[src/rtl/fetch_sequencer_if.sv]
// Fetch-stage bundle: instruction-memory word, ID/EX hazard fields and branch
// resolution in, program counter and pipeline-register controls out.
interface fetch_sequencer_if #(
  parameter int PC_WIDTH = 8
);
  logic [31:0]         instruction;
  logic [4:0]          id_rs1;
  logic [4:0]          id_rs2;
  logic                idex_mem_read;
  logic [4:0]          idex_rd;
  logic                branch_taken;
  logic [PC_WIDTH-1:0] branch_target;
  logic [PC_WIDTH-1:0] pc;
  logic                if_id_write;
  logic                if_id_flush;
  logic                id_ex_bubble;
  logic                halted;
  logic [15:0]         stall_count;

  // Pipeline side: supplies fetched word, hazard info and branch outcome.
  modport master (
    output instruction, id_rs1, id_rs2, idex_mem_read, idex_rd,
           branch_taken, branch_target,
    input  pc, if_id_write, if_id_flush, id_ex_bubble, halted, stall_count
  );

  // Sequencer side: consumes hazard info, owns pc and the IF/ID controls.
  modport slave (
    input  instruction, id_rs1, id_rs2, idex_mem_read, idex_rd,
           branch_taken, branch_target,
    output pc, if_id_write, if_id_flush, id_ex_bubble, halted, stall_count
  );
endinterface

[src/rtl/fetch_sequencer.sv]
// Instruction-fetch sequencer: owns the program counter and decides each cycle
// between advancing, stalling on a load-use hazard, redirecting on a taken
// branch, and draining the pipeline after a halt word is fetched.
module fetch_sequencer #(
  parameter int          PC_WIDTH     = 8,
  parameter int          RESET_PC     = 0,
  parameter int          PC_STEP      = 4,
  parameter logic [31:0] HALT_WORD    = 32'h0000_0073,
  parameter int          DRAIN_CYCLES = 3
) (
  input  logic               clk,
  input  logic               reset,
  fetch_sequencer_if.slave   bus
);

  localparam int CNT_W = (DRAIN_CYCLES > 1) ? $clog2(DRAIN_CYCLES) : 1;
  localparam logic [CNT_W-1:0]    DRAIN_LAST = CNT_W'(DRAIN_CYCLES - 1);
  localparam logic [PC_WIDTH-1:0] PC_RESET   = PC_WIDTH'(RESET_PC);
  localparam logic [PC_WIDTH-1:0] PC_INC     = PC_WIDTH'(PC_STEP);
  localparam logic [15:0]         STALL_MAX  = 16'hFFFF;

  typedef enum logic [1:0] {
    RUN   = 2'd0,
    DRAIN = 2'd1,
    HALT  = 2'd2
  } state_t;

  state_t              state_q, state_d;
  logic [PC_WIDTH-1:0] pc_q, pc_d;
  logic [CNT_W-1:0]    drain_cnt_q, drain_cnt_d;
  logic                halted_q, halted_d;
  logic [15:0]         stall_count_q, stall_count_d;

  logic                load_use;
  logic                is_halt_word;
  logic [15:0]         stall_count_inc;
  logic                if_id_write_c;
  logic                if_id_flush_c;
  logic                id_ex_bubble_c;

  // Hazard detection against the instruction in EX; a load writing x0 never
  // creates a dependency. rs2 is compared even when the ID op does not use it.
  always_comb begin
    load_use = bus.idex_mem_read && (bus.idex_rd != 5'd0) &&
               ((bus.idex_rd == bus.id_rs1) || (bus.idex_rd == bus.id_rs2));
    is_halt_word = (bus.instruction == HALT_WORD);
    stall_count_inc = (stall_count_q == STALL_MAX) ? stall_count_q
                                                   : stall_count_q + 16'd1;
  end

  // Next-state and pipeline-control decode; branch beats load-use beats halt.
  always_comb begin
    state_d        = state_q;
    pc_d           = pc_q;
    drain_cnt_d    = drain_cnt_q;
    halted_d       = halted_q;
    stall_count_d  = stall_count_q;
    if_id_write_c  = 1'b0;
    if_id_flush_c  = 1'b0;
    id_ex_bubble_c = 1'b0;

    unique case (state_q)
      RUN: begin
        if (bus.branch_taken) begin
          // Redirect: squash the wrong-path word in IF/ID and anything in ID.
          pc_d           = bus.branch_target;
          if_id_flush_c  = 1'b1;
          id_ex_bubble_c = 1'b1;
        end else if (load_use) begin
          // Hold pc and IF/ID so the dependent op retries once the load lands.
          id_ex_bubble_c = 1'b1;
          stall_count_d  = stall_count_inc;
        end else if (is_halt_word) begin
          // Let the halt word proceed into ID, then stop fetching.
          if_id_write_c = 1'b1;
          state_d       = DRAIN;
          drain_cnt_d   = '0;
        end else begin
          if_id_write_c = 1'b1;
          pc_d          = pc_q + PC_INC;
        end
      end

      DRAIN: begin
        if_id_flush_c = 1'b1;
        if (bus.branch_taken) begin
          // An older branch still in EX overrules the halt behind it.
          pc_d           = bus.branch_target;
          id_ex_bubble_c = 1'b1;
          state_d        = RUN;
          drain_cnt_d    = '0;
        end else begin
          if (load_use) begin
            id_ex_bubble_c = 1'b1;
            stall_count_d  = stall_count_inc;
          end
          if (drain_cnt_q == DRAIN_LAST) begin
            state_d  = HALT;
            halted_d = 1'b1;
          end else begin
            drain_cnt_d = drain_cnt_q + CNT_W'(1);
          end
        end
      end

      HALT: begin
        // Terminal until reset; late branches are ignored.
        if_id_flush_c  = 1'b1;
        id_ex_bubble_c = 1'b1;
        halted_d       = 1'b1;
      end

      default: begin
        state_d = RUN;
      end
    endcase

    // Keep the downstream registers quiet while reset is held.
    if (reset) begin
      if_id_write_c  = 1'b0;
      if_id_flush_c  = 1'b1;
      id_ex_bubble_c = 1'b1;
    end
  end

  // Architectural state registers with synchronous reset.
  always_ff @(posedge clk) begin
    if (reset) begin
      state_q       <= RUN;
      pc_q          <= PC_RESET;
      drain_cnt_q   <= '0;
      halted_q      <= 1'b0;
      stall_count_q <= '0;
    end else begin
      state_q       <= state_d;
      pc_q          <= pc_d;
      drain_cnt_q   <= drain_cnt_d;
      halted_q      <= halted_d;
      stall_count_q <= stall_count_d;
    end
  end

  assign bus.pc           = pc_q;
  assign bus.halted       = halted_q;
  assign bus.stall_count  = stall_count_q;
  assign bus.if_id_write  = if_id_write_c;
  assign bus.if_id_flush  = if_id_flush_c;
  assign bus.id_ex_bubble = id_ex_bubble_c;

endmodule

[src/flat_wrapper.sv]
// flat-port wrapper written by rule: the top's interface ports become plain ports
module fetch_sequencer_flat 
#(
  parameter int          PC_WIDTH     = 8,
  parameter int          RESET_PC     = 0,
  parameter int          PC_STEP      = 4,
  parameter logic [31:0] HALT_WORD    = 32'h0000_0073,
  parameter int          DRAIN_CYCLES = 3
)
  (clk, reset, bus_instruction, bus_id_rs1, bus_id_rs2, bus_idex_mem_read, bus_idex_rd, bus_branch_taken, bus_branch_target, bus_pc, bus_if_id_write, bus_if_id_flush, bus_id_ex_bubble, bus_halted, bus_stall_count);
  fetch_sequencer_if #(.PC_WIDTH(PC_WIDTH)) bus_i ();
  input  logic clk;
  input  logic reset;
  input wire logic [$bits(bus_i.instruction)-1:0] bus_instruction;
  input wire logic [$bits(bus_i.id_rs1)-1:0] bus_id_rs1;
  input wire logic [$bits(bus_i.id_rs2)-1:0] bus_id_rs2;
  input wire logic [$bits(bus_i.idex_mem_read)-1:0] bus_idex_mem_read;
  input wire logic [$bits(bus_i.idex_rd)-1:0] bus_idex_rd;
  input wire logic [$bits(bus_i.branch_taken)-1:0] bus_branch_taken;
  input wire logic [$bits(bus_i.branch_target)-1:0] bus_branch_target;
  output wire logic [$bits(bus_i.pc)-1:0] bus_pc;
  output wire logic [$bits(bus_i.if_id_write)-1:0] bus_if_id_write;
  output wire logic [$bits(bus_i.if_id_flush)-1:0] bus_if_id_flush;
  output wire logic [$bits(bus_i.id_ex_bubble)-1:0] bus_id_ex_bubble;
  output wire logic [$bits(bus_i.halted)-1:0] bus_halted;
  output wire logic [$bits(bus_i.stall_count)-1:0] bus_stall_count;
  assign bus_i.instruction = bus_instruction;
  assign bus_i.id_rs1 = bus_id_rs1;
  assign bus_i.id_rs2 = bus_id_rs2;
  assign bus_i.idex_mem_read = bus_idex_mem_read;
  assign bus_i.idex_rd = bus_idex_rd;
  assign bus_i.branch_taken = bus_branch_taken;
  assign bus_i.branch_target = bus_branch_target;
  assign bus_pc = bus_i.pc;
  assign bus_if_id_write = bus_i.if_id_write;
  assign bus_if_id_flush = bus_i.if_id_flush;
  assign bus_id_ex_bubble = bus_i.id_ex_bubble;
  assign bus_halted = bus_i.halted;
  assign bus_stall_count = bus_i.stall_count;
  fetch_sequencer #(.PC_WIDTH(PC_WIDTH), .RESET_PC(RESET_PC), .PC_STEP(PC_STEP), .HALT_WORD(HALT_WORD), .DRAIN_CYCLES(DRAIN_CYCLES)) u_core (.clk(clk), .reset(reset), .bus(bus_i));
endmodule
[config.mk]
export PLATFORM = sky130hd
export DESIGN_NAME = fetch_sequencer_flat
export DESIGN_NICKNAME = d
export VERILOG_FILES = /design/src/rtl/fetch_sequencer_if.sv /design/src/rtl/fetch_sequencer.sv /design/src/flat_wrapper.sv
export SDC_FILE = /design/constraint.sdc
export NUM_CORES = 1
export LEC_CHECK = 0
export BUFFER_PORTS_ARGS = -buffer_cell sky130_fd_sc_hd__buf_4
export CORE_MARGIN = 4
export CORE_UTILIZATION = 42
export CTS_CLUSTER_DIAMETER = 40
export DETAILED_ROUTE_END_ITERATION = 7
export PLACE_DENSITY_LB_ADDON = 0.25
export SYNTH_ARGS = -nofsm -noshare
export SYNTH_HDL_FRONTEND = slang
export SYNTH_SLANG_ARGS = --single-unit
[constraint.sdc]
create_clock -name clk -period 2.2 [get_ports clk]
set_clock_uncertainty 0.2 [all_clocks]
set_input_delay 0.44 -clock clk [delete_from_list [all_inputs] [get_ports clk]]
set_output_delay 0.44 -clock clk [all_outputs]
set_load 0.03 [all_outputs]
[Word level (Yosys, flattened, before mapping)]
Index checks and enable logic that the tools add are counted.
Operators by class
  add/sub/neg operators: 3
  multipliers: 0
  div/mod/pow operators: 0
  order comparisons: 0
  equality and inequality tests: 17
  shift operators: 0
  muxes and demuxes: 31
  bitwise gates (word level): 3
  reductions and logical operators: 14
Operators with widths (count)
  == test 32 x 7 -> 1 bit, second input constant: 1
  2-to-1 mux 8 bit: 4
  2-to-1 mux 2 bit: 10
  adder 16 x 1 -> 16 bit, second input constant: 1
  == test 16 bit, second input constant: 1
  case mux 8 bit (2 select lines): 1
  2-to-1 mux 1 bit: 11
  == test 5 bit: 2
  AND reduction 5 bit: 2
  inequality test 3 bit, second input constant: 3
  adder 8 x 3 -> 8 bit, second input constant: 1
  inequality test 2 bit, second input constant: 4
  AND reduction 4 bit: 2
  case mux 1 bit (2 select lines): 3
  case mux 2 bit (3 select lines): 1
  nonzero test 5 bit: 1
  == test 2 bit, second input constant: 2
  inequality test 2 x 1 -> 1 bit, second input constant: 2
  case mux 2 bit (2 select lines): 1
  nonzero test 2 bit: 2
  OR reduction 2 bit: 2
  inequality test 3 x 2 -> 1 bit, second input constant: 1
  inverter 1 bit: 3
  AND reduction 3 bit: 1
  5 further kinds: 6
Storage, ports and cells
  register bits after elaboration: 29
  bits in latches: 0
  RAM bits: 0
  memory bits (read-only): 0
  output and inout bits: 28
  logic and storage cells: 73
  memories: 0

[Logic depth before layout (Yosys ltp)]
Gate-level depths: netlist (run 1).
  depth in word-level cells: 7
  mapped depth: 9

[Least setup slack after synthesis (run 1)]
OpenSTA, ideal clock, no wires.
  kind: in2out
  start: input port bus_idex_rd[1]
  end: output port bus_if_id_write
  data arrival time: 2118 ps
  required time: 1560 ps
  setup slack: -558 ps
  stages: 6
  cell sequence: or4_1 -> o21a_1 -> nand2_1 -> buf_2 -> nand2_1 -> nor3_1
On the way
  cells in the longest elaborated chain, start to end: 7
  elaborated cells on any way between the ends: 10
  classes of those cells: 2 x eq/ne; 4 x mux; 4 x reduce/logical
Ends and longest elaborated chain
  start, declared: RTL line flat_wrapper.sv:18  | input wire logic [$bits(bus_i.idex_rd)-1:0] bus_idex_rd;
  == test 5 bit / nonzero test 5 bit (equally long branches): RTL line fetch_sequencer.sv:45, fetch_sequencer.sv:44
  logical OR 1 bit / logical AND 1 bit (equally long branches): RTL line fetch_sequencer.sv:45, fetch_sequencer.sv:44
  logical AND 1 bit *: RTL line fetch_sequencer.sv:44  | load_use = bus.idex_mem_read && (bus.idex_rd != 5'd0) &&
  2-to-1 mux 1 bit *: RTL line fetch_sequencer.sv:69  | end else if (load_use) begin
  2-to-1 mux 1 bit *: RTL line fetch_sequencer.sv:64  | if (bus.branch_taken) begin
  2-to-1 mux 1 bit *: RTL line fetch_sequencer.sv:62  | unique case (state_q)
  2-to-1 mux 1 bit *: RTL line fetch_sequencer.sv:119  | if (reset) begin
  end, declared: RTL line flat_wrapper.sv:22  | output wire logic [$bits(bus_i.if_id_write)-1:0] bus_if_id_write;
Mark *: on every way between the ends. The rest lies on a longest branch, timed or not.

[Worst setup path after layout (run 1)]
  start: input port bus_idex_rd[4]
  end: output port bus_id_ex_bubble
On the way
  cells in the longest elaborated chain, start to end: 7
  elaborated cells on any way between the ends: 10
  classes of those cells: 2 x eq/ne; 4 x mux; 4 x reduce/logical
Ends and longest elaborated chain
  == test 5 bit / nonzero test 5 bit (equally long branches): RTL line fetch_sequencer.sv:45, fetch_sequencer.sv:44
  logical OR 1 bit / logical AND 1 bit (equally long branches): RTL line fetch_sequencer.sv:45, fetch_sequencer.sv:44
  logical AND 1 bit *: RTL line fetch_sequencer.sv:44
  2-to-1 mux 1 bit *: RTL line fetch_sequencer.sv:69, fetch_sequencer.sv:93
  2-to-1 mux 1 bit *: RTL line fetch_sequencer.sv:64
  case mux 1 bit (2 select lines) *: RTL line fetch_sequencer.sv:62
  2-to-1 mux 1 bit *: RTL line fetch_sequencer.sv:119
  end, declared: RTL line flat_wrapper.sv:24  | output wire logic [$bits(bus_i.id_ex_bubble)-1:0] bus_id_ex_bubble;
Marked as above.

==> out/qor.txt, run 1 <==
outcome = finished with violations
failing checks = setup timing
largest net degree at the start of global routing = 37
Peak VDD IR = 0.4149 mV
Slew HR = 73.30%
Reg clk slew, reported paths = 60 ps
FFs w/ async S/R, synth = 0%
critical path's slowest cell = or4_4
Syn. warnings = 0
first-pass GRT wire length = 9032 um
Synth Instances = 229
Post-DRT Antenna Nets = 0
slowest stage delay, CP = 520 ps
DR pass1 iterations = 4
global route total overflow = 0
required time worst endpoint = 1560 ps
final WL = 5989 um
root buffer cell = clkbuf_8
Power, Total = 1.673 mW
initial antenna violation count = 0
starting density of the core = 44.72%
row count = 23
Core Util, Final = 73.24%
Vias = 2189
HP Class = input port to flop
syn_nets = 296
Post-Layout Cell Count = 397
Sw Ratio = 32.42%
PortBufs = 86
Hold Startpoint = bus_branch_target[1]
Critical Path End Type = primary output
RSZ-0062 raised after global routing = true
placed insts = 381
Mean Syn Cell Area = 8.037 um^2
WHS = 184.7 ps
GRT Resource Usage Total = 20.94%
Die Area = 5506 um^2
Comb pwr share = 34.9%
sequential fraction of the synthesis area = 31.54%
CTS Buffer Depth = 2
Final TNS setup = -400.7 ps
number of synthesized flops with an enable pin = 0
CP dominant cell by count = buf_6
R2R Path Start = u_core.bus.stall_count[10]
Peak Freq = 412.3 MHz
final setup fails = 2
Vias/cell = 5.514
# IOs = 87
routed len/inst = 15.09 um
clk_lat worst skew = 280 ps
post-layout minimum cycle time = 2425 ps
R2R setup slack = 90 ps
TritonCTS clock tree = yes
Crit Path Class = input port to primary output
DP Worst Slack = -310.7 ps
initial detailed-routing violation count = 118
Pleak = 1.293 nW
Net count, final = 413
Worst-Margin Slew = 396.4 ps
Hold Path Cell Cnt = 3
final instance area = 3014 um^2
Hold Path Sink = u_core.bus.pc[1]
final hold violation count = 0
reg2reg path depth = 7
Top FF cell, synth = dfxtp_1
internal power = 1.131 mW
Core ar. = 4115 um^2
Post-CTS Hold Buffers = 0
fraction of layout cells with a size suffix above 1 = 44.09%
Startpoint Class = input port
PD cells = 555.2 nW/um^2
Chip Width = 74.20 um
post-synthesis instance area = 1841 um^2
post-synthesis register bit count = 29
CTS Sinks = 29
Placement Cell Area = 2715 um^2
Final Max Tran Viols = 0
critical path, cell by cell = buf_6 > or4_4 > o21a_1 > nand2_2 > nand3_2 > a21o_4 > buf_6
remaining routing DRC violations = 0
maximum fanout along the worst path = 3
Switch Pwr = 0.5425 mW
vias in the first global route = 2054
fin crit share = 110.2%
Clock power frac = 29.8%
worst setup margin = -225.4 ps
Detailed Place HPWL = 4264 um
FF-to-FF End = u_core.bus.stall_count[11]
max cap viols = 0
Cell variety after synth = 42
CP Data Arrival Time = 1790 ps
chip height = 74.20 um
Area Growth Syn to Fin = 63.77%
GPL Wtd Cong = 0.9031
htree depth = 2
total CTS buffers = 5
Inserted Diodes = 0
sequential power share = 35.4%
## flip-flops by register name, indices dropped and copies added, names as in the netlist
register and cells:
u_core.state_q 2, u_core.bus.stall_count 16, u_core.drain_cnt_q 2, u_core.bus.halted 1, u_core.bus.pc 8
## cell type report
cell class	count	area [um^2]
clock buffers	7	96.34
clock inverters	1	5.005
fillers	327	1101
inverters	7	26.28
multi-input cells	184	1291
flip-flops and latches	29	583.1
well taps	50	62.56
repair buffers	119	949.7
## worst max path at each step
| stage | start | endpoint | slack (ps) |
|---|---|---|---|
| finish | bus_idex_rd[4] | bus_id_ex_bubble | -230 |
| global route | bus_idex_rd[4] | bus_id_ex_bubble | -260 |
| CTS | bus_idex_rd[4] | bus_id_ex_bubble | -250 |
| detailed placement | bus_idex_rd[1] | bus_id_ex_bubble | -310 |
| global placement | bus_idex_rd[1] | bus_id_ex_bubble | -310 |
| floorplan | bus_idex_rd[1] | bus_if_id_write | -180 |
## power by group through the flow
stage | combinational [mW] | clock, mW | sequential, mW
floorplan | 0.264 | 0 | 0.648
global placement | 0.516 | 0 | 0.600
detailed placement | 0.530 | 0 | 0.602
CTS | 0.542 | 0.504 | 0.590
global route | 0.639 | 0.526 | 0.596
finish | 0.584 | 0.498 | 0.592
## worst max-delay path: cells and delay by family
kind,cells,cell delay (ps)
AO/OA/AOI/OAI,2,410
buffers and inverters,2,220
AND/OR/NAND/NOR,3,720
## placed cells by master (no fill, tap or decap), drive strengths merged, types with 2 or more instances in the layout
cell	count
buf	118
dfxtp	29
a21oi	28
o21ai	17
nor2	15
nand2	14
nand3	12
xnor2	10
or4	9
o31ai	8
ha	8
clkbuf	8
or3	7
nand4	6
inv	6
and4	6
nor4	5
nor3	5
and3	4
or2	4
mux2	4
mux2i	4
nor4bb	2
nor2b	2
nand2b	2
clkinv	2
## synthesized netlist by cell type (2+ instances only)
cell      instances  area (um^2)
buf_2             2        10.01
xnor2_1          10        87.58
and3_1            4        25.02
o31ai_1           8        60.06
mux2_2            4        45.04
mux2i_1           4        40.04
nor2_1           15        56.30
or3_1             7        43.79
and4_1            5        43.79
nor2b_1           2        12.51
clkbuf_1          6        22.52
o21ai_0          17        85.08
nor4bb_1          2        20.02
nor3_1            5        25.02
or2_0             4        25.02
nand2b_1          2        12.51
dfxtp_1          29        580.6
or4_1             9        67.56
nor4_1            5        31.28
inv_1             6        22.52
nand2_1          14        52.55
ha_1              8        100.1
a21oi_1          28        140.1
nand3_1          10        50.05
nand4_1           6        37.54
## routing by layer
layer,track usage [%],up-vias,wire length (um)
met5,0,-,0
met4,6.640,0,131
met3,5.135,11,351
met2,37.30,63,3050
met1,24.59,1014,2456
li1,-,1101,-
## what timing repair did
| item | 4_1_cts | 5_1_grt |
|---|---|---|
| buffers inserted | 1 | 5 |
| pin swaps | 4 | 10 |
| gates cloned | 0 | 2 |
| endpoints found under the setup margin | 3 | 27 |
| gates resized for setup | 8 | 21 |
## cells by family after synthesis
| family | after synthesis | share of synthesized area, % |
|---|---|---|
| compound gates | 62 | 19.78 |
| fa+ha+maj | 8 | 5.439 |
| xor+xnor | 10 | 4.758 |
| mux | 8 | 4.623 |
| buf+inv | 17 | 4.010 |
| simple gates | 95 | 29.84 |
| flops | 29 | 31.54 |
(Power assumes the default switching activity.)
==> run 2, diff against run 1 <==
--- a/config.mk
+++ b/config.mk
@@ -7,7 +7,7 @@
 export LEC_CHECK = 0
 export BUFFER_PORTS_ARGS = -buffer_cell sky130_fd_sc_hd__buf_4
 export CORE_MARGIN = 4
-export CORE_UTILIZATION = 42
+export CORE_UTILIZATION = 50
 export CTS_CLUSTER_DIAMETER = 40
 export DETAILED_ROUTE_END_ITERATION = 7
 export PLACE_DENSITY_LB_ADDON = 0.25
==> constraint.sdc (replaced) <==
create_clock -name clk -period 3.1 [get_ports clk]
set_clock_uncertainty 0.2 [all_clocks]
set_input_delay 0.62 -clock clk [delete_from_list [all_inputs] [get_ports clk]]
set_output_delay 0.62 -clock clk [all_outputs]
set_load 0.03 [all_outputs]
==> out/qor.txt, run 2 (synthesis gave the netlist of run 1 again) <==
Detailed Place HPWL = 3980 um (-6.7%)
Pleak = 1.083 nW (-16%)
remaining routing DRC violations = 0 (unchanged)
critical path's top delay family = simple AND/OR/NAND/NOR gates
total CTS buffers = 5 (unchanged)
# IOs = 87 (unchanged)
final WL = 5084 um (-15%)
Net count, final = 381 (-7.7%)
max cap viols = 0 (unchanged)
Peak Freq = 343.3 MHz
max reg flops = 16 (unchanged)
Crit Path Class = input port to primary output
final hold violation count = 0 (unchanged)
Post-CTS Hold Buffers = 0 (unchanged)
Peak VDD IR = 0.3489 mV (-16%)
RSZ-0062 raised after global routing = false
WHS = 289.1 ps (+104.4 ps)
initial antenna violation count = 0 (unchanged)
Final TNS setup = 0 ps (+400.7 ps)
PD cells = 408.6 nW/um^2 (-26%)
CP dominant cell by count = buf_4
outcome = completed
Startpoint Class = input port
Area Growth Syn to Fin = 41.20%
clk_lat worst skew = 270 ps (about the same)
PortBufs = 86 (unchanged)
Slew HR = 72.59% (-0.70 points)
CP Data Arrival Time = 2090 ps (+300 ps)
Vias/cell = 5.706 (+3.5%)
slowest stage delay, CP = 520 ps (about the same)
Post-DRT Antenna Nets = 0 (unchanged)
setup bufs post-CTS = 0 (-1)
uppermost layer routed = met4
post-layout minimum cycle time = 2913 ps
Final Max Tran Viols = 0 (unchanged)
routed len/inst = 14.08 um (-6.6%)
root buffer cell = clkbuf_8
vias in the first global route = 1887 (-8.1%)
required time worst endpoint = 2280 ps (+720 ps)
DR pass1 iterations = 5 (+1)
Vias = 2060 (-5.9%)
starting density of the core = 53.47% (+8.7 points)
maximum fanout along the worst path = 4 (+1)
Power, Total = 1.062 mW (-37%)
Core ar. = 3442 um^2 (-16%)
wl on met1 = 2137 um (-13%)
met2 wire length = 2663 um (-13%)
HP Class = flop to flop
TritonCTS clock tree = yes
final setup fails = 0 (-2)
first-pass GRT wire length = 8176 um (-9.5%)
htree depth = 2 (unchanged)
row count = 21 (-8.7%)
Reg clk slew, reported paths = 60 ps (about the same)
largest net degree at the start of global routing = 37 (unchanged)
Worst-Margin Slew = 410.1 ps (+13.72 ps)
Chip Width = 68.67 um (-7.5%)
Critical Path End Type = primary output
global route total overflow = 0 (unchanged)
critical path's slowest cell = or4_1
initial detailed-routing violation count = 148 (+25%)
fin crit share = 93.97%
DR WL met3 = 256 um (-27%)
Inserted Diodes = 0 (unchanged)
CTS Sinks = 29 (unchanged)
R2R setup slack = 800 ps (+710 ps)
CTS Buffer Depth = 2 (unchanged)
most frequent cells in the layout = 88 x buf_4, 29 x dfxtp_1, 28 x a21oi_1, 17 x o21ai_0, 15 x nor2_1
fraction of layout cells with a size suffix above 1 = 32.70% (-11 points)
critical path, cell by cell = buf_4 > or4_1 > o21a_1 > nand2_1 > nand3_1 > a21o_1 > buf_4
Die Area = 4716 um^2 (-14%)
PostCTS Resize Cnt = 0 (-8)
GRT Resource Usage Total = 22.41% (+1.5 points)
GPL Wtd Cong = 0.8453 (-6.4%)
WP buf/inv = 2 (unchanged)
chip height = 68.67 um (-7.5%)
most common cell after layout, fill and taps aside = buf_4
==> run 2: cell types whose count changed in the layout (fill, tap and decap cells not counted), moves of 3 or more <==
cell / before / now
buf_4: 111 / 88
buf_6: 5 / 0
nand3_1: 7 / 10
nand3_2: 4 / 1
o21ai_0: 14 / 17
o21ai_1: 3 / 0
==> run 2: power by group <==
part           switching [mW]  internal, mW  leakage [nW]
Sequential             0.0235         0.396         0.235
Clock                   0.145         0.155        0.0450
Combinational           0.185         0.158         0.803
Total                   0.353         0.709          1.08
==> run 2: worst paths after layout <==
path | to | start | depth (start not counted)
hold reg to reg | u_core.bus.halted | u_core.bus.halted | 2
hold / removal | u_core.bus.halted | u_core.bus.halted | 2
setup reg to reg | u_core.bus.stall_count[9] | u_core.bus.stall_count[0] | 6
setup / recovery | bus_id_ex_bubble | bus_idex_rd[1] | 7
==> run 2: through the flow <==
stage / instance area, um^2 / util, % / std cells / setup WS [ps]
2_1_floorplan: 1846 / - / 229 / 233.4
3_3_place_gp: 2516 / 73.10 / 353 / 208.6
3_5_place_dp: 2516 / 73.10 / 353 / 185.0
4_1_cts: 2599 / 75.50 / 361 / 177.7
5_1_grt: 2599 / 75.50 / 361 / 136.6
6_report: 2599 / 75.50 / 361 / 187.0
==> run 2: routing by layer <==
metal | up-vias | GRT usage, %
li1 | 1035 | -
met1 | 971 | 27.60
met2 | 50 | 40.17
met3 | 4 | 4.052
met4 | 0 | 4.963
met5 | - | 0
==> run 2: layout make-up <==
| type | count | area [um^2] |
|---|---|---|
| Tap cell | 46 | 57.56 |
| Sequential cell | 29 | 580.6 |
| Clock inverter | 2 | 10.01 |
| Multi-Input combinational cell | 183 | 1191 |
| Clock buffer | 6 | 72.57 |
| Fill cell | 279 | 843.3 |
| Inverter | 7 | 26.28 |
| Timing Repair Buffer | 88 | 660.6 |
==> run 2: worst min-delay path: stages (launching register included) <==
cell      delay (ps)
dfxtp_1          330
a221oi_1          50
nor2_1            70
==> run 3, diff against run 2 <==
--- a/config.mk
+++ b/config.mk
@@ -10,6 +10,7 @@
 export CORE_UTILIZATION = 50
 export CTS_CLUSTER_DIAMETER = 40
 export DETAILED_ROUTE_END_ITERATION = 7
+export MAX_ROUTING_LAYER = met4
 export PLACE_DENSITY_LB_ADDON = 0.25
 export SYNTH_ARGS = -nofsm -noshare
 export SYNTH_HDL_FRONTEND = slang
==> out/qor.txt, run 3 (synthesis gave the netlist of run 1 again) <==
WHS = 289.1 ps (unchanged)
PD cells = 408.7 nW/um^2 (about the same)
CP dominant cell by count = buf_4
Startpoint Class = input port
DP Worst Slack = 185.0 ps (unchanged)
post-layout minimum cycle time = 2913 ps (unchanged)
most common cell after layout, fill and taps aside = buf_4
routed len/inst = 14.08 um (unchanged)
CTS Buffer Depth = 2 (unchanged)
Die Area = 4716 um^2 (unchanged)
clk_lat worst skew = 270 ps (about the same)
fraction of layout cells with a size suffix above 1 = 32.70% (unchanged)
DR pass1 iterations = 5 (unchanged)
final setup fails = 0 (unchanged)
Vias = 2060 (unchanged)
slowest stage delay, CP = 520 ps (about the same)
Worst-Margin Slew = 410.1 ps (unchanged)
fin crit share = 93.97% (unchanged)
Post-DRT Antenna Nets = 0 (unchanged)
Comb pwr share = 32.3% (about the same)
remaining routing DRC violations = 0 (unchanged)
WP buf/inv = 2 (unchanged)
global route total overflow = 0 (unchanged)
uppermost layer routed = met4
Peak VDD IR = 0.3490 mV (about the same)
Critical Path End Type = primary output
Switch Pwr = 0.3535 mW (about the same)
Pleak = 1.083 nW (unchanged)
root buffer cell = clkbuf_8
Net count, final = 381 (unchanged)
wl on met1 = 2137 um (unchanged)
max reg flops = 16 (unchanged)
critical path's top delay family = simple AND/OR/NAND/NOR gates
Final TNS setup = 0 ps (unchanged)
critical path, cell by cell = buf_4 > or4_1 > o21a_1 > nand2_1 > nand3_1 > a21o_1 > buf_4
HP Class = flop to flop
total CTS buffers = 5 (unchanged)
most frequent cells in the layout = 88 x buf_4, 29 x dfxtp_1, 28 x a21oi_1, 17 x o21ai_0, 15 x nor2_1
internal power = 0.7085 mW (unchanged)
Slew HR = 72.59% (unchanged)
maximum fanout along the worst path = 4 (unchanged)
initial antenna violation count = 0 (unchanged)
PostCTS Resize Cnt = 0 (unchanged)
worst setup margin = 187.0 ps (unchanged)
largest net degree at the start of global routing = 37 (unchanged)
GPL Wtd Cong = 0.8586 (+1.6%)
final WL = 5084 um (unchanged)
chip height = 68.67 um (unchanged)
met2 wire length = 2663 um (unchanged)
first-pass GRT wire length = 8169 um (about the same)
Post-CTS Hold Buffers = 0 (unchanged)
Peak Freq = 343.3 MHz (unchanged)
CTS Sinks = 29 (unchanged)
Core ar. = 3442 um^2 (unchanged)
Vias/cell = 5.706 (unchanged)
max cap viols = 0 (unchanged)
TritonCTS clock tree = yes
outcome = completed
Area Growth Syn to Fin = 41.20% (unchanged)
htree depth = 2 (unchanged)
critical path's slowest cell = or4_1
required time worst endpoint = 2280 ps (about the same)
RSZ-0062 raised after global routing = false
final hold violation count = 0 (unchanged)
# IOs = 87 (unchanged)
Inserted Diodes = 0 (unchanged)
Chip Width = 68.67 um (unchanged)
PortBufs = 86 (unchanged)
Sw Ratio = 33.29% (about the same)
sequential power share = 39.5% (about the same)
GRT Resource Usage Total = 23.03% (+0.62 points)
vias in the first global route = 1888 (+0.053%)
starting density of the core = 53.47% (unchanged)
Detailed Place HPWL = 3980 um (unchanged)
row count = 21 (unchanged)
Reg clk slew, reported paths = 60 ps (about the same)
setup bufs post-CTS = 0 (unchanged)
CP Data Arrival Time = 2090 ps (about the same)
initial detailed-routing violation count = 148 (unchanged)
Clock power frac = 28.3% (about the same)
DR WL met3 = 256 um (unchanged)
Crit Path Class = input port to primary output
Final Max Tran Viols = 0 (unchanged)
run 3: worst paths after layout:
path	start	end	slack [ps]	cells after the start
setup / recovery	bus_idex_rd[1]	bus_id_ex_bubble	190	7
hold / removal	u_core.bus.halted	u_core.bus.halted	290	2
setup reg to reg	u_core.bus.stall_count[0]	u_core.bus.stall_count[9]	800	6
hold reg to reg	u_core.bus.halted	u_core.bus.halted	290	2
run 3: final cells by class:
class / count / area [um^2]
Inverter: 7 / 26.28
Clock inverter: 2 / 10.01
Timing Repair Buffer: 88 / 660.6
Sequential cell: 29 / 580.6
Fill cell: 279 / 843.3
Clock buffer: 6 / 72.57
Tap cell: 46 / 57.56
Multi-Input combinational cell: 183 / 1191
run 3: metrics by stage:
stage | area [um^2] | power (mW) | util, % | cells
2_1_floorplan | 1846 | 0.6432 | - | 229
3_3_place_gp | 2516 | 0.7580 | 73.10 | 353
3_5_place_dp | 2516 | 0.7680 | 73.10 | 353
4_1_cts | 2599 | 1.066 | 75.50 | 361
5_1_grt | 2599 | 1.114 | 75.50 | 361
6_report | 2599 | 1.062 | 75.50 | 361
run 3: power by group through the flow:
stage | sequential, mW | clock (mW) | combinational (mW)
6_report | 0.419 | 0.300 | 0.343
5_1_grt | 0.422 | 0.317 | 0.376
4_1_cts | 0.419 | 0.305 | 0.343
3_5_place_dp | 0.427 | 0 | 0.341
3_3_place_gp | 0.426 | 0 | 0.332
2_1_floorplan | 0.460 | 0 | 0.183
run 3: tightest hold or removal path: cells and delay by family (launching register included):
family,cells,cell delay (ps)
AO/OA/AOI/OAI,1,50
flip-flops,1,330
AND/OR/NAND/NOR,1,70
run 3: metal layers:
layer  vias up  track usage [%]
met5         -                -
met4         0            4.963
met3         4            4.052
met2        50            40.17
met1       971            27.60
li1       1035                -
